`config.mk`:
```
export PLATFORM = sky130hd
export DESIGN_NAME = dmem_arbiter
export DESIGN_NICKNAME = d
export VERILOG_FILES = /design/src/rtl/dmem_arbiter.sv
export SDC_FILE = /design/constraint.sdc
export NUM_CORES = 1
export LEC_CHECK = 0
export BUFFER_PORTS_ARGS = -buffer_cell sky130_fd_sc_hd__buf_2
export CAP_MARGIN = 20
export CORE_AREA = 2 2 117 119
export CTS_BUF_LIST = sky130_fd_sc_hd__clkbuf_2
export CTS_CLUSTER_SIZE = 24
export DETAILED_ROUTE_END_ITERATION = 7
export DIE_AREA = 0 0 119 121
export GPL_ROUTABILITY_DRIVEN = 0
export PLACE_DENSITY = 0.67
export SLEW_MARGIN = 20
export SYNTH_ARGS = -nofsm -noshare
export SYNTH_HDL_FRONTEND = slang
export SYNTH_SLANG_ARGS = --single-unit
```
`constraint.sdc`:
```
create_clock -name clk -period 2.3 [get_ports clk]
set_input_delay 0.345 -clock clk [delete_from_list [all_inputs] [get_ports clk]]
set_output_delay 0.345 -clock clk [all_outputs]
set_load 0.05 [all_outputs]
```
`src/rtl/dmem_arbiter.sv`:
```
// ---------------------------------------------------------------------------
// dmem_arbiter
//
// Shares the single data-memory port between the core load/store path (c_*)
// and an external loader/DMA port (e_*). One access per cycle, granted
// combinationally in the request cycle. Arbitration is round-robin; the
// external port may hold ownership for up to BURST_MAX consecutive cycles by
// keeping e_lock high, after which a pending core request is forced through.
//
// Handshake: a requester raises x_req with x_we/x_addr/x_wdata and holds them
// until x_gnt is seen high in the same cycle; the access happens in that
// cycle. Reads return x_rdata with x_rvalid high for one cycle on the next
// cycle. Dropping x_req before a grant is legal and causes no access.
//
// Ports:
//   clk, areset (async, active low)
//   c_req/c_we/c_addr/c_wdata  -> c_gnt, c_stall, c_rvalid, c_rdata
//   e_req/e_we/e_lock/e_addr/e_wdata -> e_gnt, e_rvalid, e_rdata
//   m_we/m_addr/m_wdata -> memory, m_rdata <- memory (combinational)
//   conflict_cnt, stall_max (only with DMEM_ARB_STATS_EN defined)
//
// Optional feature macro: DMEM_ARB_STATS_EN adds conflict and stall counters.
// ---------------------------------------------------------------------------
module dmem_arbiter #(
    parameter int AW        = 32,
    parameter int DW        = 32,
    parameter int BURST_MAX = 8
) (
    input  logic          clk,
    input  logic          areset,
    input  logic          c_req,
    input  logic          c_we,
    input  logic [AW-1:0] c_addr,
    input  logic [DW-1:0] c_wdata,
    output logic          c_gnt,
    output logic          c_stall,
    output logic          c_rvalid,
    output logic [DW-1:0] c_rdata,
    input  logic          e_req,
    input  logic          e_we,
    input  logic          e_lock,
    input  logic [AW-1:0] e_addr,
    input  logic [DW-1:0] e_wdata,
    output logic          e_gnt,
    output logic          e_rvalid,
    output logic [DW-1:0] e_rdata,
    output logic          m_we,
    output logic [AW-1:0] m_addr,
    output logic [DW-1:0] m_wdata,
    input  logic [DW-1:0] m_rdata
`ifdef DMEM_ARB_STATS_EN
    ,
    output logic [15:0]   conflict_cnt,
    output logic [15:0]   stall_max
`endif
);

    localparam logic [7:0] BM8 = 8'(BURST_MAX);

    logic          r_prio;       // 0: core favoured, 1: external favoured
    logic [7:0]    r_burst_cnt;
    logic          r_e_locked;
    logic          r_c_rvalid;
    logic          r_e_rvalid;
    logic [DW-1:0] r_c_rdata;
    logic [DW-1:0] r_e_rdata;

    // Arbitration result before reset gating. State updates use these
    // directly; reset overrides the flops anyway, and only the outputs
    // need to be forced quiet while areset is low.
    logic w_c_arb;
    logic w_e_arb;
    logic w_force_yield;

    assign w_force_yield = r_e_locked & e_lock & (r_burst_cnt >= BM8);

    always_comb begin
        w_c_arb = 1'b0;
        w_e_arb = 1'b0;
        if (r_e_locked && e_req && e_lock && !(w_force_yield && c_req)) begin
            w_e_arb = 1'b1;
        end else if (c_req && e_req) begin
            // An exhausted burst hands the port to the core regardless of prio.
            if (w_force_yield || !r_prio) w_c_arb = 1'b1;
            else                          w_e_arb = 1'b1;
        end else if (c_req) begin
            w_c_arb = 1'b1;
        end else if (e_req) begin
            w_e_arb = 1'b1;
        end
    end

    assign c_gnt   = w_c_arb & areset;
    assign e_gnt   = w_e_arb & areset;
    assign c_stall = c_req & ~c_gnt;

    always_comb begin
        m_we    = 1'b0;
        m_addr  = '0;
        m_wdata = '0;
        if (c_gnt) begin
            m_we    = c_we;
            m_addr  = c_addr;
            m_wdata = c_wdata;
        end else if (e_gnt) begin
            m_we    = e_we;
            m_addr  = e_addr;
            m_wdata = e_wdata;
        end
    end

    always_ff @(posedge clk or negedge areset) begin
        if (!areset) begin
            r_prio      <= 1'b0;
            r_burst_cnt <= 8'd0;
            r_e_locked  <= 1'b0;
            r_c_rvalid  <= 1'b0;
            r_e_rvalid  <= 1'b0;
            r_c_rdata   <= '0;
            r_e_rdata   <= '0;
        end else begin
            if (w_c_arb)      r_prio <= 1'b1;
            else if (w_e_arb) r_prio <= 1'b0;

            if (w_e_arb && e_lock)
                r_burst_cnt <= (r_burst_cnt >= BM8) ? BM8 : r_burst_cnt + 8'd1;
            else
                r_burst_cnt <= 8'd0;

            r_e_locked <= w_e_arb & e_lock;

            r_c_rvalid <= w_c_arb & ~c_we;
            r_e_rvalid <= w_e_arb & ~e_we;
            if (w_c_arb && !c_we) r_c_rdata <= m_rdata;
            if (w_e_arb && !e_we) r_e_rdata <= m_rdata;
        end
    end

    assign c_rvalid = r_c_rvalid;
    assign e_rvalid = r_e_rvalid;
    assign c_rdata  = r_c_rdata;
    assign e_rdata  = r_e_rdata;

`ifdef DMEM_ARB_STATS_EN
    logic [15:0] r_conflict_cnt;
    logic [15:0] r_stall_run;
    logic [15:0] r_stall_max;
    logic        w_stall_arb;

    assign w_stall_arb = c_req & ~w_c_arb;

    always_ff @(posedge clk or negedge areset) begin
        if (!areset) begin
            r_conflict_cnt <= 16'd0;
            r_stall_run    <= 16'd0;
            r_stall_max    <= 16'd0;
        end else begin
            if (c_req && e_req && r_conflict_cnt != 16'hFFFF)
                r_conflict_cnt <= r_conflict_cnt + 16'd1;

            if (w_stall_arb) begin
                if (r_stall_run != 16'hFFFF) begin
                    r_stall_run <= r_stall_run + 16'd1;
                    // Current run length including this cycle.
                    if (r_stall_run + 16'd1 > r_stall_max)
                        r_stall_max <= r_stall_run + 16'd1;
                end
            end else begin
                r_stall_run <= 16'd0;
            end
        end
    end

    assign conflict_cnt = r_conflict_cnt;
    assign stall_max    = r_stall_max;
`endif

endmodule

```
; ---- Word level (Yosys, flattened, before mapping)
; Index checks and enable logic that the tools add are counted.
[word_totals]
word_cells = 53
regBits = 76
output_inout_bits = 134
input_bits = 167
[op_classes]
n_reduce_logical = 14
magnitude_cmp = 1
add_sub_neg = 1
bitwise_logic = 11
muxes = 19
[ops]
columns = op, count
row1 = 32-bit two-way mux, 4
row2 = 8-bit two-way mux, 2
row3 = 1-bit two-way mux, 13
row4 = "8-bit by 1-bit adder with 8-bit output, second input constant", 1
row5 = 1-bit bitwise AND, 8
row6 = "8-bit by 4-bit greater-or-equal comparator with 1-bit output, second input constant", 1
row7 = 1-bit logical AND, 8
row8 = 1-bit zero test, 4
row9 = 1-bit inverter, 3
row10 = 2-bit nonzero test, 1
row11 = 1-bit logical OR, 1

; ---- Depth between registers and ports, before layout
; Gate-level depths: netlist of the first run.
[depth]
word_depth = 9
depth_mapped = 6
depth_no_buf = 4

; ---- Worst setup path after synthesis of the first run
; No wires, ideal clock.
[synth_path]
path_kind = register to output
start = reg r_e_locked
end = out m_addr[23]
t_required_ns = 1.955
arrival_ns = 2.160
slack_ns = -0.205
path_buffers = 1
path_stages_with_launch = 5
cell_sequence = dfrtp_1 and4bb_2 a221oi_2 clkbuf_1 a32o_1
[synth_between]
word_cells_on_any_way = 18
cone_classes = 8 x mux / 4 x bitwise / 6 x reduce/logical
[synth_rtl]
columns = item, line_no
row1 = from (decl), 62  ; logic r_e_locked;
row2 = from (signal assigned), 130  ; r_e_locked <= w_e_arb & e_lock;
row3 = 1-bit bitwise AND (2 in a row), 75  ; assign w_force_yield = r_e_locked & e_lock & (r_burst_cnt >= BM8);
row4 = 1-bit logical OR or 1-bit logical AND (tied branches), "84, 80"
row5 = 1-bit two-way mux or 1-bit zero test (tied branches), "84, 80"
row6 = 1-bit two-way mux or 1-bit logical AND (tied branches), "82, 80"
row7 = 1-bit two-way mux (*), 80  ; if (r_e_locked && e_req && e_lock && !(w_force_yield && c_req)) begin
row8 = 1-bit bitwise AND (*), 93  ; assign c_gnt = w_c_arb & areset;
row9 = named net c_gnt, 35  ; output logic c_gnt,
row10 = 32-bit two-way mux (*), 101  ; if (c_gnt) begin
row11 = to (decl), 48  ; output logic [AW-1:0] m_addr,
; Mark *: on every way through the listed nets, which the timed path passes. The rest lies on a longest branch.

; ---- Final worst setup path of the first run
[layout_path]
start = reg r_burst_cnt[7]
end = out m_wdata[29]
[layout_between]
elab_chain_len = 9
word_cells_on_any_way = 16
cone_classes = 1 x order compare / 8 x mux / 3 x bitwise / 4 x reduce/logical
[layout_lines]
columns = item, line_no
row1 = from (decl), 61  ; logic [7:0] r_burst_cnt;
row2 = from (signal assigned), 126  ; r_burst_cnt <= (r_burst_cnt >= BM8) ? BM8 : r_burst_cnt + 8'd1;
row3 = 8-bit by 4-bit greater-or-equal comparator with 1-bit output (*), 75
row4 = 1-bit bitwise AND (*), 75
row5 = 1-bit logical OR or 1-bit logical AND (tied branches), "84, 80"
row6 = 1-bit two-way mux or 1-bit zero test (tied branches), "84, 80"
row7 = 1-bit two-way mux or 1-bit logical AND (tied branches), "82, 80"
row8 = 1-bit two-way mux, 80
row9 = 1-bit bitwise AND, 94  ; assign e_gnt = w_e_arb & areset;
row10 = 32-bit two-way mux, 105  ; end else if (e_gnt) begin
row11 = 32-bit two-way mux (*), 101
row12 = to (decl), 49  ; output logic [DW-1:0] m_wdata,
; Every way passes the cells marked *; elsewhere a longest branch is shown, timed or not.

==> results of run 1 <==
worst reg2reg max path: stages (launching register included):
cell and delay [ps]:
dfrtp_2 470, buf_4 150, nand4bb_2 110, buf_4 370, o211a_1 310, buf_4 340
o211ai_1 170
metal layers:
layer | global-route usage | wire [µm]
met5 | 0 | 21
met4 | 0.104 | 757
met3 | 0.0789 | 2020
met2 | 0.421 | 9680
met1 | 0.301 | 7100
cell type report:
class / instances / area, µm² / area share
tap: 176 / 220 / 0.0312
timing repair buffer: 344 / 2580 / 0.365
clock buffer: 10 / 50.0 / 0.00709
antenna: 3 / 7.51 / 0.00106
inverter: 5 / 18.8 / 0.00266
clock inverter: 5 / 77.6 / 0.0110
sequential: 76 / 1900 / 0.269
multi-input combinational: 263 / 2210 / 0.312
cell usage after synthesis (all sizes together):
cell / n
clkbuf: 32
and4bb: 1
a21boi: 1
buf: 22
nor3: 1
o211ai: 33
xnor2: 1
ha: 2
mux2: 32
and2: 2
nand2: 35
conb: 1
nor2: 5
a32o: 65
nor4b: 1
a221oi: 2
o21ai: 33
o211a: 1
o2111ai: 32
nand4bb: 1
nor2b: 2
dfrtp: 76
inv: 5
or3: 2
a31oi: 1
a311oi: 2
nand2b: 1
or2: 1
a21bo: 1
a2111o: 1
report_power, final:
part / internal [mW] / switching, mW / total, mW / leakage [nW]
clock: 0.355 / 0.460 / 0.816 / 0.0794
combinational: 0.876 / 1.92 / 2.80 / 2.37
sequential: 1.60 / 0.165 / 1.76 / 0.901
total: 2.83 / 2.55 / 5.38 / 3.35
kinds of logic (layout without fill, tap and decap cells):
family | Yosys count | count (layout)
xor+xnor | 1 | 1
flops | 76 | 76
simple gates | 52 | 52
other cells | 1 | 7
mux | 32 | 32
buf+inv | 59 | 364
compound gates | 172 | 172
fa+ha+maj | 2 | 2
flip-flops by register name, indices dropped and copies added (netlist names):
register / flops
e_rvalid: 1
r_e_locked: 1
e_rdata: 32
c_rvalid: 1
c_rdata: 32
r_burst_cnt: 8
r_prio: 1
metrics by stage:
stage | setup TNS, ps | setup WS (ps) | cell area (µm²) | util | hold slack, ps
after global routing | -25690 | -408 | 7050 | 0.539 | 10.2
after CTS | -21420 | -337 | 6850 | 0.523 | 8.58
after detailed placement | 0 | 76.1 | 6020 | 0.460 | 180
after global placement | 0 | 134 | 6020 | 0.460 | 177
after floorplan | 0 | 74.1 | 4300 | - | 49.4
final | -18710 | -309 | 7060 | 0.540 | 23.6
worst max path at each step:
stage,start,endpoint,slack [ps]
after floorplan,r_burst_cnt[6],m_addr[10],70
final,r_burst_cnt[7],m_wdata[29],-310
after CTS,r_burst_cnt[6],m_wdata[30],-340
after detailed placement,r_burst_cnt[6],m_addr[20],80
after global routing,r_burst_cnt[6],m_wdata[17],-410
after global placement,r_burst_cnt[6],m_addr[0],130
repair_timing:
action,CTS,global route
endpoints found under the setup margin,68,68
pin swaps,3,16
setup buffers,14,4
resized for setup,152,36
gates cloned,5,5
hold buffers,1,0
hold endpoints to repair,7,0
==> impl_metrics.csv, run 1 <==
group,metric,value,unit
cts,path_clk_slew,210,ps
global_route,grt_pass1_wl,28200,µm
routing,viasPerCell,5.69,
sta,fin_crit,2610,ps
power_and_ir_drop,power,5.38,mW
worst_setup_path,cp_num_buf_inv,3,
sta,finalClockSkew,20.5,ps
layout,nFillCells,1147,
worst_setup_path,slowest_delay,440,ps
sta,slew_viol_final,0,
cts,cts.path.max_buffers,2,
outcome,violations,"setup timing",
power_and_ir_drop,power_density,761,mW/mm²
cts,h-tree-depth,3,
layout,final_cells,882,
layout,nNetsFinal,868,
routing,route.detailed.drc,0,
routing,vias,5015,
logic_synthesis,ys_ff_latch,76,
global_route,grt_pass1_vias,4979,
routing,ant_nets,0,
place,numPortBuffers,300,
logic_synthesis,synthXorXnorAreaFrac,0.00204,
floorplan,num_io_pins,301,
sta,tightest_slew,879,ps
cts,cts_tree,"yes",
layout,layout_common_cells,"buf_2 (231), dfrtp_1 (75), buf_6 (61)",
sta,finalSetupViolations,68,
sta,hold_violations,0,
floorplan,die_w,119,µm
flow_run,maxCapViolCount,0,
logic_synthesis,synth.distinct_cells,34,
floorplan,initial_core_util,0.327,
worst_setup_path,cp_common_cell,"buf_6",
sta,slew_headroom,0.414,
layout,drive_above_1_share,0.615,
min_path,worstHoldPathType,"input port to async pin",
worst_setup_path,r2r_cells,6,
logic_synthesis,post_synth_inst_count,395,
cts,clock_latency,530,ps
sta,fmaxAchievable,383,MHz
outcome,status,"complete, but fails checks",
worst_setup_path,rrSetupSlack,270,ps
worst_setup_path,startpoint_type,"register",
worst_setup_path,cp.required,1960,ps
logic_synthesis,synth_fa_ha_area_frac,0.00584,
cts,cts_root_buffer,"clkbuf_2",
cts,cts_made_buffers,9,
place,dp_hpwl,13100,µm
logic_synthesis,avgSynthCellArea,10.8,µm²
worst_setup_path,cp-end-kind,"output pin",
worst_setup_path,path_cells,"or3_4, o211ai_4, buf_6, clkbuf_16, a32o_2, buf_6",
logic_synthesis,synth_top_cell_area_share,0.444,
floorplan,num_rows,42,
logic_synthesis,synth.area.top_cells,"dfrtp_1 (44%), a32o_1 (15%), mux2_2 (7.9%)",
worst_setup_path,r2r-end,"e_rdata[12]",
routing,routed_wl,19600,µm
worst_setup_path,reg2reg_from,"r_e_locked",
global_route,overflow,0,
logic_synthesis,synth_top_cell_by_area,"dfrtp_1",
cts,clock-sinks,76,
layout,synthToLayoutAreaGrowth,64.9,%
logic_synthesis,yosys_warnings,0,
logic_synthesis,yosys-mux-area-fraction,0.0841,
global_route,antenna_found_initial,3,
worst_setup_path,crit_family,"buffers and inverters",
power_and_ir_drop,p_leak,3.35,nW
floorplan,die_h,121,µm
routing,wl_per_cell,22.2,µm
logic_synthesis,syn_area,0.00428,mm²
logic_synthesis,synth-compound-area-share,0.337,
logic_synthesis,synth_top_family_by_area,"compound AO/OA/AOI/OAI gates",
worst_setup_path,arrival,2260,ps
sta,fin_crit_sh,1.13,
global_route,grtUsageTotal,0.252,
worst_setup_path,critical_path_depth,6,
logic_synthesis,yosysSeqAreaShare,0.444,
logic_synthesis,post_synth_and_or_nand_nor_area_fraction,0.0590,
global_route,grt_max_degree,70,
floorplan,die-area,0.0144,mm²
routing,firstDrtPassIters,5,
place,placed_cells,836,
floorplan,fp.coreArea,0.0131,mm²
worst_setup_path,critical_path_peak_fanout,8,
layout,final_common_cell,"buf_2",
worst_setup_path,critPathSlowestCell,"dfrtp_1",
sta,setup_ws,-309,ps
power_and_ir_drop,ir_drop,624,µV
worst_setup_path,worstSetupPathType,"register to output pin",
routing,drt_iter0_drc,459,
sta,rsz0062_at_grt,"yes",
(Power assumes the default switching activity.)
==> run 2: changes to the inputs <==
Settings changed: MAX_ROUTING_LAYER set to met4.
==> impl_metrics.csv, run 2 (synthesis results as in run 1) <==
group,metric,value,unit
place,dp_hpwl,13100,µm
power_and_ir_drop,ir_drop,628,µV
worst_setup_path,worstSetupPathType,"register to output pin",
global_route,overflow,0,
layout,postLayoutCellArea,0.00706,mm²
global_route,antenna_found_initial,3,
sta,hold_violations,0,
cts,cts_made_buffers,9,
layout,fin_util,0.540,
flow_run,maxCapViolCount,0,
sta,tightest_slew,860,ps
sta,fmaxAchievable,382,MHz
min_path,worstHoldPathType,"input port to async pin",
sta,rsz0062_at_grt,"yes",
sta,slew_headroom,0.426,
routing,viasPerCell,5.68,
global_route,grt_pass1_vias,4996,
global_route,grt_pass1_wl,28200,µm
outcome,violations,"setup timing",
layout,nNetsFinal,868,
place,numPortBuffers,300,
sta,slew_viol_final,0,
worst_setup_path,arrival,2280,ps
cts,h-tree-depth,3,
worst_setup_path,reg2reg_from,"r_burst_cnt[6]",
global_route,grt_max_degree,70,
place,placed_cells,836,
power_and_ir_drop,power,5.38,mW
worst_setup_path,cp-end-kind,"output pin",
sta,finalSetupViolations,68,
layout,final_common_cell,"buf_2",
floorplan,num_rows,42,
worst_setup_path,critical_path_peak_fanout,8,
floorplan,die_h,121,µm
floorplan,num_io_pins,301,
cts,path_clk_slew,210,ps
sta,fin_crit_sh,1.14,
routing,wl_per_cell,22.0,µm
cts,clock_latency,520,ps
floorplan,fp.coreArea,0.0131,mm²
global_route,grtUsageTotal,0.259,
layout,final_cells,883,
cts,cts_root_buffer,"clkbuf_2",
sta,setup_ws,-320,ps
routing,route.detailed.drc,0,
power_and_ir_drop,p_leak,3.34,nW
routing,ant_nets,0,
cts,cts.path.max_buffers,2,
cts,cts_tree,"yes",
worst_setup_path,startpoint_type,"register",
floorplan,die-area,0.0144,mm²
layout,drive_above_1_share,0.612,
layout,synthToLayoutAreaGrowth,64.9,%
routing,routed_wl,19500,µm
outcome,status,"complete, but fails checks",
floorplan,die_w,119,µm
sta,finalClockSkew,15.7,ps
sta,whs,29.2,ps
power_and_ir_drop,power_density,761,mW/mm²
place,dpl-instance-area,0.00602,mm²
sta,fin_crit,2620,ps
routing,vias,5019,
worst_setup_path,cp.required,1960,ps
cts,clock-sinks,76,
routing,drt_iter0_drc,499,
routing,firstDrtPassIters,6,
layout,layout_common_cells,"buf_2 (231), dfrtp_1 (75), buf_6 (61)",
floorplan,initial_core_util,0.327,
worst_setup_path,critPathLaunch,"r_burst_cnt[6]",
run 2: cell count changes in the layout (fill, tap and decap cells not counted), sizes merged:
cell	previous run	this run
diode	3	4
run 2: final timing paths:
path,end,slack [ps],cells after the start
max in group asynchronous,e_rdata[11],1710,2
min,e_rdata[3],30,2
max,m_addr[19],-320,6
min in group clk,c_rdata[17],50,2
min reg2reg,r_burst_cnt[0],510,1
max reg2reg,e_rdata[12],250,5
run 2: power breakdown:
part	leakage, nW	total, mW	internal (mW)	switching [mW]
clock	0.0794	0.818	0.356	0.463
combinational	2.36	2.79	0.876	1.92
sequential	0.901	1.76	1.60	0.166
total	3.34	5.38	2.83	2.55
run 2: repair_timing:
action                                  4_1_cts  5_1_grt
hold buffers                                  1        0
gates resized for setup                     152       34
pin swaps                                     3       16
endpoints found under the hold margin         7        0
endpoints found under the setup margin       68       68
buffers inserted                             14        4
gates cloned                                  5        5
run 2: cell type report:
type | instances | area (µm²)
fill | 1147 | 6020
timing repair buffer | 344 | 2580
multi-input combinational | 263 | 2200
sequential | 76 | 1900
tap | 176 | 220
clock inverter | 5 | 77.6
clock buffer | 10 | 50.0
inverter | 5 | 18.8
antenna | 4 | 10.0
run 2: layer usage:
layer / wire, µm / up-vias / global-route usage
met5: 0 / - / -
met4: 877 / 0 / 0.109
met3: 1800 / 72 / 0.0738
met2: 9470 / 306 / 0.419
met1: 7300 / 2429 / 0.304
li1: - / 2212 / -
run 2: per-stage QoR:
stage,setup WS [ps],TNS (ps)
after CTS,-337,-21420
after global routing,-407,-25680
after global placement,134,0
final,-320,-19670
after floorplan,74.1,0
after detailed placement,76.1,0
run 2: critical path, cell delays in order (launching register included):
cell	delay, ps
dfrtp_1	430
or3_4	410
o211ai_4	200
buf_6	190
clkbuf_16	170
a32o_2	200
buf_12	140
==> run 3: changes to the inputs <==
Settings changed: CTS_BUF_LIST sky130_fd_sc_hd__clkbuf_2 to sky130_fd_sc_hd__clkbuf_2 sky130_fd_sc_hd__clkbuf_4 sky130_fd_sc_hd__clkbuf_8.
==> impl_metrics.csv, run 3 (synthesis results as in run 1) <==
group,metric,value,unit
worst_setup_path,arrival,2060,ps
place,dpl-instance-area,0.00602,mm²
sta,rsz0062_at_grt,"yes",
routing,wl_met2,9010,µm
sta,tightest_slew,863,ps
floorplan,num_io_pins,301,
routing,route.detailed.drc,0,
power_and_ir_drop,power_frac_clock,0.203,
power_and_ir_drop,p_leak,3.22,nW
flow_run,maxCapViolCount,0,
routing,firstDrtPassIters,5,
sta,setup_ws,-102,ps
power_and_ir_drop,power_density,815,mW/mm²
power_and_ir_drop,power.net_switching,2.55,mW
place,numPortBuffers,300,
layout,postLayoutCellArea,0.00689,mm²
cts,h-tree-depth,3,
global_route,grt_pass1_wl,27700,µm
worst_setup_path,rrSetupSlack,280,ps
place,placed_cells,836,
global_route,grt_pass1_vias,4978,
layout,final_cells,870,
layout,layout_common_cells,"buf_2 (231), dfrtp_1 (75), buf_6 (63)",
routing,route.met3.wl,1600,µm
worst_setup_path,startpoint_type,"register",
cts,cts_made_buffers,9,
cts,clock_latency,350,ps
sta,fin_crit,2400,ps
power_and_ir_drop,power_frac_seq,0.315,
routing,wl_per_cell,21.2,µm
sta,fin_crit_sh,1.04,
cts,path_clk_slew,80,ps
floorplan,die_h,121,µm
layout,synthToLayoutAreaGrowth,60.9,%
worst_setup_path,worstSetupPathType,"register to output pin",
power_and_ir_drop,power,5.61,mW
routing,routed_wl,18500,µm
routing,ant_nets,0,
routing,wirelength_met1,7070,µm
layout,final_common_cell,"buf_2",
floorplan,num_rows,42,
sta,setup_tns,-4810,ps
layout,nNetsFinal,856,
sta,hold_violations,0,
layout,drive_above_1_share,0.596,
global_route,overflow,0,
floorplan,initial_core_util,0.327,
worst_setup_path,critical_path_peak_fanout,17,
power_and_ir_drop,pwr-share-comb,0.482,
sta,slew_headroom,0.425,
global_route,grt_max_degree,70,
floorplan,fp.coreArea,0.0131,mm²
cts,cts_root_buffer,"clkbuf_8",
outcome,violations,"setup timing",
sta,slew_viol_final,0,
outcome,status,"complete, but fails checks",
sta,finalSetupViolations,66,
min_path,worstHoldPathType,"input port to async pin",
power_and_ir_drop,ir_drop,673,µV
routing,vias,4900,
place,dp_hpwl,13100,µm
worst_setup_path,cp-end-kind,"output pin",
sta,finalClockSkew,11.0,ps
sta,fmaxAchievable,416,MHz
global_route,antenna_found_initial,3,
floorplan,die_w,119,µm
floorplan,die-area,0.0144,mm²
cts,clock-sinks,76,
global_route,grtUsageTotal,0.255,
power_and_ir_drop,internal_power,3.07,mW
layout,fin_util,0.527,
routing,viasPerCell,5.63,
routing,route.top_layer_used,"met4",
layout,nFillCells,1169,
cts,cts.path.max_buffers,2,
routing,drt_iter0_drc,371,
worst_setup_path,cp.required,1960,ps
power_and_ir_drop,swShare,0.454,
cts,cts_tree,"yes",
## run 3: per-layer routing
layer	global-route usage	up-vias
met5	-	-
met4	0.121	0
met3	0.0794	63
met2	0.408	276
met1	0.294	2381
li1	-	2180
## run 3: through the flow
| stage | worst slack, ps | hold WS [ps] |
|---|---|---|
| floorplan | 74.1 | 49.4 |
| global placement | 134 | 177 |
| detailed placement | 76.1 | 180 |
| CTS | -108 | 218 |
| global route | -185 | 223 |
| finish | -102 | 232 |
## run 3: final cells by class
type	count	area, µm²	share of cell area
inverter	5	18.8	0.00272
tap	176	220	0.0320
timing repair buffer	332	2330	0.338
antenna	3	7.51	0.00109
sequential	76	1900	0.276
clock buffer	11	145	0.0211
multi-input combinational	263	2190	0.318
clock inverter	4	73.8	0.0107
## run 3: power by group through the flow
stage                     combinational, mW  sequential [mW]  clock, mW
after CTS                              2.71             1.77       1.16
final                                  2.71             1.77       1.14
after global placement                 2.48             1.77          0
after global routing                   2.82             1.81       1.22
after detailed placement               2.51             1.79          0
after floorplan                       0.862             2.69          0
## run 3: critical path, cell delays in order (launching register included)
cell and delay (ps):
dfrtp_1 380, or3_4 410, o211ai_4 210, buf_6 160, buf_16 150, a32o_2 230, buf_8 150
## run 3: timing repair
action	4_1_cts	5_1_grt
cloned	4	0
pin swaps	3	5
setup endpoints to repair	68	68
resized for setup	145	18
setup buffers	10	2
hold buffers	1	0
hold endpoints to repair	7	0
## run 3: path summary, 6_finish.rpt
check,end,start,depth (start not counted)
max,m_addr[12],r_burst_cnt[6],6
min,e_rdata[3],areset,2
max reg2reg,e_rdata[11],r_e_locked,6
min reg2reg,c_rdata[5],c_rdata[5],1
max in group asynchronous,c_rdata[5],areset,2
min in group clk,c_rdata[5],m_rdata[5],2
